File: config.mk
export PLATFORM = sky130hd
export DESIGN_NAME = alu_mulseq
export DESIGN_NICKNAME = d
export VERILOG_FILES = /design/src/rtl/alu_pkg.sv /design/src/rtl/alu_mulseq_core.sv /design/src/rtl/alu_mulseq.sv
export SDC_FILE = /design/constraint.sdc
export NUM_CORES = 1
export LEC_CHECK = 0
export ABC_CLOCK_PERIOD_IN_PS = 7050
export CAP_MARGIN = 10
export CORE_UTILIZATION = 40
export CTS_BUF_LIST = sky130_fd_sc_hd__clkbuf_8 sky130_fd_sc_hd__clkbuf_16
export DETAILED_ROUTE_END_ITERATION = 16
export PLACE_DENSITY = 0.6
export SYNTH_ARGS = -nofsm -noshare
export SYNTH_HDL_FRONTEND = slang
export SYNTH_SLANG_ARGS = --single-unit
File: constraint.sdc
create_clock -name clock -period 7.05 [get_ports clock]
set_clock_uncertainty 0.1 [all_clocks]
set_input_delay 1.41 -clock clock [delete_from_list [all_inputs] [get_ports clock]]
set_output_delay 1.41 -clock clock [all_outputs]
set_load 0.01 [all_outputs]
File: src/rtl/alu_pkg.sv
// alu_pkg: op codes, FSM state type, SREG bit positions and op decode helpers for alu_mulseq
package alu_pkg;
   localparam logic [2:0] OP_MUL    = 3'd0;
   localparam logic [2:0] OP_MULS   = 3'd1;
   localparam logic [2:0] OP_MULSU  = 3'd2;
   localparam logic [2:0] OP_FMUL   = 3'd3;
   localparam logic [2:0] OP_FMULS  = 3'd4;
   localparam logic [2:0] OP_FMULSU = 3'd5;
   localparam int SREG_C = 0;
   localparam int SREG_Z = 1;
   typedef enum logic [1:0] {S_IDLE, S_CALC, S_FIX, S_DONE} state_t;
   function automatic logic d_signed(input logic [2:0] op);
      return op inside {OP_MULS, OP_MULSU, OP_FMULS, OP_FMULSU};
   endfunction
   function automatic logic r_signed(input logic [2:0] op);
      return op inside {OP_MULS, OP_FMULS};
   endfunction
   function automatic logic is_fmul(input logic [2:0] op);
      return op inside {OP_FMUL, OP_FMULS, OP_FMULSU};
   endfunction
   function automatic logic is_rsvd(input logic [2:0] op);
      return op > OP_FMULSU;
   endfunction
endpackage

File: src/rtl/alu_mulseq_core.sv
// alu_mulseq_core: unsigned shift-add multiplier, one multiplier bit per step, LSB first
// ports: clock, rst_n (sync, active-low), load (latch a/b, clear acc/counter), step (one iteration),
//        a/b magnitudes in, prod accumulator out, last (counter at WIDTH-1)
module alu_mulseq_core #(
   parameter int WIDTH = 8
) (
   input  logic               clock,
   input  logic               rst_n,
   input  logic               load,
   input  logic               step,
   input  logic [WIDTH-1:0]   a,
   input  logic [WIDTH-1:0]   b,
   output logic [2*WIDTH-1:0] prod,
   output logic               last
);
   localparam int CW = $clog2(WIDTH);
   logic [2*WIDTH-1:0] mcd;
   logic [WIDTH-1:0]   mpl;
   logic [CW-1:0]      cnt;
   assign last = cnt == CW'(WIDTH - 1);
   always_ff @(posedge clock) begin
      if (!rst_n) begin
         prod <= '0;
         mcd  <= '0;
         mpl  <= '0;
         cnt  <= '0;
      end else if (load) begin
         prod <= '0;
         mcd  <= {{WIDTH{1'b0}}, a};
         mpl  <= b;
         cnt  <= '0;
      end else if (step) begin
         prod <= prod + (mpl[0] ? mcd : '0);
         mcd  <= mcd << 1;
         mpl  <= mpl >> 1;
         cnt  <= last ? '0 : cnt + 1'b1;
      end
   end
endmodule

File: src/rtl/alu_mulseq.sv
// alu_mulseq: sequential AVR-style MUL/MULS/MULSU/FMUL/FMULS/FMULSU, fixed WIDTH+2 cycle latency
// ports: clock, rst_n (sync, active-low), start/op/d/r/s_in request, busy/done status,
//        res product (2*WIDTH), s_out updated SREG (C bit0, Z bit1, bits 7..2 passed through)
module alu_mulseq
   import alu_pkg::*;
#(
   parameter int WIDTH = 8
) (
   input  logic               clock,
   input  logic               rst_n,
   input  logic               start,
   input  logic [2:0]         op,
   input  logic [WIDTH-1:0]   d,
   input  logic [WIDTH-1:0]   r,
   input  logic [7:0]         s_in,
   output logic               busy,
   output logic               done,
   output logic [2*WIDTH-1:0] res,
   output logic [7:0]         s_out
);
   state_t state, nxt;
   logic [2:0] op_q;
   logic neg_q;
   logic [7:0] s_q;
   logic accept, last, d_neg, r_neg;
   logic [WIDTH-1:0] mag_d, mag_r;
   logic [2*WIDTH-1:0] prod, sprod, fprod;
   assign accept = state == S_IDLE && start;
   assign d_neg  = d_signed(op) && d[WIDTH-1];
   assign r_neg  = r_signed(op) && r[WIDTH-1];
   // the most negative value negates to itself, which read as unsigned is its exact magnitude
   assign mag_d  = d_neg ? -d : d;
   assign mag_r  = r_neg ? -r : r;
   assign sprod  = neg_q ? -prod : prod;
   assign fprod  = is_fmul(op_q) ? {sprod[2*WIDTH-2:0], 1'b0} : sprod;
   alu_mulseq_core #(.WIDTH(WIDTH)) u_core (
      .clock(clock),
      .rst_n(rst_n),
      .load (accept),
      .step (state == S_CALC),
      .a    (mag_d),
      .b    (mag_r),
      .prod (prod),
      .last (last)
   );
   always_ff @(posedge clock) begin
      if (!rst_n) state <= S_IDLE;
      else        state <= nxt;
   end
   always_comb begin
      nxt  = state;
      busy = state == S_CALC || state == S_FIX;
      done = state == S_DONE;
      unique case (state)
         S_IDLE:  nxt = start ? S_CALC : S_IDLE;
         S_CALC:  nxt = last ? S_FIX : S_CALC;
         S_FIX:   nxt = S_DONE;
         default: nxt = S_IDLE;
      endcase
   end
   always_ff @(posedge clock) begin
      if (!rst_n) begin
         op_q  <= '0;
         neg_q <= 1'b0;
         s_q   <= '0;
         res   <= '0;
         s_out <= '0;
      end else begin
         if (accept) begin
            op_q  <= op;
            neg_q <= d_neg ^ r_neg;
            s_q   <= s_in;
         end
         if (state == S_FIX) begin
            res   <= is_rsvd(op_q) ? '0 : fprod;
            s_out <= s_q;
            if (!is_rsvd(op_q)) begin
               s_out[SREG_C] <= sprod[2*WIDTH-1];
               s_out[SREG_Z] <= fprod == '0;
            end
         end
      end
   end
endmodule

==> results.ini <==
[route]
drc = 0
vias = 4490
dr.pass1.iters = 5
drtIter0Drc = 271
final_antenna_net_count = 0
routed_wl_mm = 11.7
wire_per_inst_um = 14.1
vias_per_cell = 5.43

[clock_tree]
cts_sinks = 81
cts_buffer_depth = 2
post_cts_buffers = 0
clk_latency_ps = 340
post_cts_resized = 0
cts_buffers = 9
cts_hold_buf = 0
cts_root_buf = clkbuf_16
cts_tree = built
path_clk_slew_ps = 60
htree_levels = 3

[finish]
n_antenna_cell = 0
drive_gt1_frac = 0.0486
nets = 709
final_cell_area_um2 = 6080
syn_to_final_growth_pct = 19.5

[synthesis]
netlist_instances = 623
synth_edf_count = 0
syn-cell-area_um2 = 5090
syn_area_per_cell_um2 = 8.16
synth.most_common_cell = nand2_1
synth_sequential_area_ratio = 0.319
async_reset_ff_frac = 0
yosys_warnings = 0
synth_top_area_frac = 0.319
synth_top_cells_by_area = dfxtp_1 (32%), mux2i_1 (7.7%), nand2_1 (6.1%)
synth_nets = 678
synth_top_cell_by_area = dfxtp_1
synth.distinct_cells = 62
synth_flop_cell = dfxtp_1
synth-seq-cells = 81
synthTopCellsByCount = nand2_1 (82), dfxtp_1 (81), nor2_1 (49)

[pwr]
p_leak_nw = 2.42
power_density_nw_per_um2 = 197
power.total_mw = 1.19
ir_drop_mv = 0.146

[die]
dieArea_um2 = 13200
die_h_um = 115
core_area_um2 = 12200
initial_core_util = 0.416
io_pins = 56
std_cell_rows = 40
die_w_um = 115

[placed_design]
io_buffers = 55
gp_congestion = 0.894
place_area_um2 = 5720
dp_hpwl_mm = 8.48

[sta]
tightest_slew_ps = 897
clock.fmax_ghz = 0.280
rsz0062_at_grt = no
timing_hold_violations_final = 0
slew_viol_final = 0
fin_crit_ps = 3570
tns_ps = 0
setup_violations = 0
slew_headroom = 0.401
post-route-period-util = 0.506

[worst_setup_path]
critical-path-slowest-cell = or4_1
path_cells = clkdlybuf4s50_1 -> buf_4 -> nand2_1 -> or4_1 -> o211ai_1
worstPathRequired_ps = 7200
startpoint_type = input port
endpoint_kind = flop
worstPathArrival_ps = 3710
critPathMaxStageDelay_ps = 670
r2r_setup_slack_ps = 4060
crit_type = in -> reg
cp_max_fo = 52

[min_path]
min_path_type = reg -> reg

[global_routing]
antenna_found_initial = 0
grt_pass1_wl_mm = 19.7
grt_max_degree = 53
grt_overflow = 0
grtUsageTotal = 0.186
grt_pass1_vias = 4228

[flow_run]
drv_cap = 0

[run_status]
status = completed

==> flip-flops by register name (all words and copies together) (netlist names) <==
signal and count:
res 16, u_core.mcd 16, u_core.prod 16, s_out 8, s_q 8, u_core.mpl 8, op_q 3, u_core.cnt 3
state 2, neg_q 1
==> critical path: cells and delay by family <==
kind | cells | cell delay, ps
compound gates | 1 | 110
buf+inv | 2 | 860
simple gates | 2 | 1300
==> cells by family (layout without fill, tap and decap cells) <==
kind of cell,count (synthesis),after routing,share of synthesized area
flip-flops,81,81,0.319
AND/OR/NAND/NOR,237,237,0.225
multiplexers,42,42,0.0834
buffers and inverters,60,96,0.0462
XOR/XNOR,29,29,0.0514
adder cells (fa/ha/maj),25,25,0.0630
AO/OA/AOI/OAI,149,149,0.212
==> where the power goes <==
group	switching (mW)	leakage, nW	total [mW]	internal (mW)
combinational	0.0848	1.60	0.152	0.0674
clock	0.195	0.169	0.552	0.357
sequential	0.0171	0.658	0.490	0.473
==> layer usage <==
metal,routed length (um),GRT usage,vias to the layer above
met5,0,0,-
met4,219,0.0667,0
met3,407,0.0358,20
met2,5440,0.313,99
met1,5620,0.238,2078
li1,-,-,2293
==> final cells by class <==
cell class                      instances  area [um^2]
Fill cell                            1237         6130
Multi-Input combinational cell        482         3230
Sequential cell                        81         1620
Timing Repair Buffer                   59          581
Clock buffer                           10          239
Tap cell                              168          210
Clock inverter                          6          115
Inverter                               21         78.8
==> path summary, 6_finish.rpt <==
path | startpoint | end | cells after the start
max | rst_n | u_core.prod[12] | 5
min | s_q[3] | s_q[3] | 2
max reg2reg | u_core.mpl[0] | u_core.prod[15] | 8
min reg2reg | s_q[3] | s_q[3] | 2
==> metrics by stage <==
step	instances	utilization	hold slack [ps]	worst slack, ps
5_1_grt	827	0.498	387	3290
4_1_cts	827	0.498	370	3480
6_report	827	0.498	367	3480
3_3_place_gp	811	0.469	353	3220
2_1_floorplan	623	-	341	4430
3_5_place_dp	811	0.469	361	3140
==> layout by cell type (no fill, tap or decap), drive strengths merged, types with 3 or more instances in the layout <==
cell type      count
nor2b             13
o21ai             21
dfxtp             81
nor4               3
o31ai              5
mux2i             39
o22ai              9
o311a              4
inv               21
nand2             82
xnor2             13
a31oi              4
nand4              4
ha                24
xor2              16
clkbuf            10
nor3              15
o211ai             7
o21a              10
bufinv             3
nand3b             4
buf                4
and2              25
nand3             14
clkdlybuf4s50     55
o41ai              4
or3                5
a21boi            13
a21o               3
nor2              49
or4                5
a32o               7
a21oi             29
mux2               3
a211oi             7
nand2b             4
o211a              9
a211o              3
and3               5
Note: power is estimated with default switching activity, not from simulation.
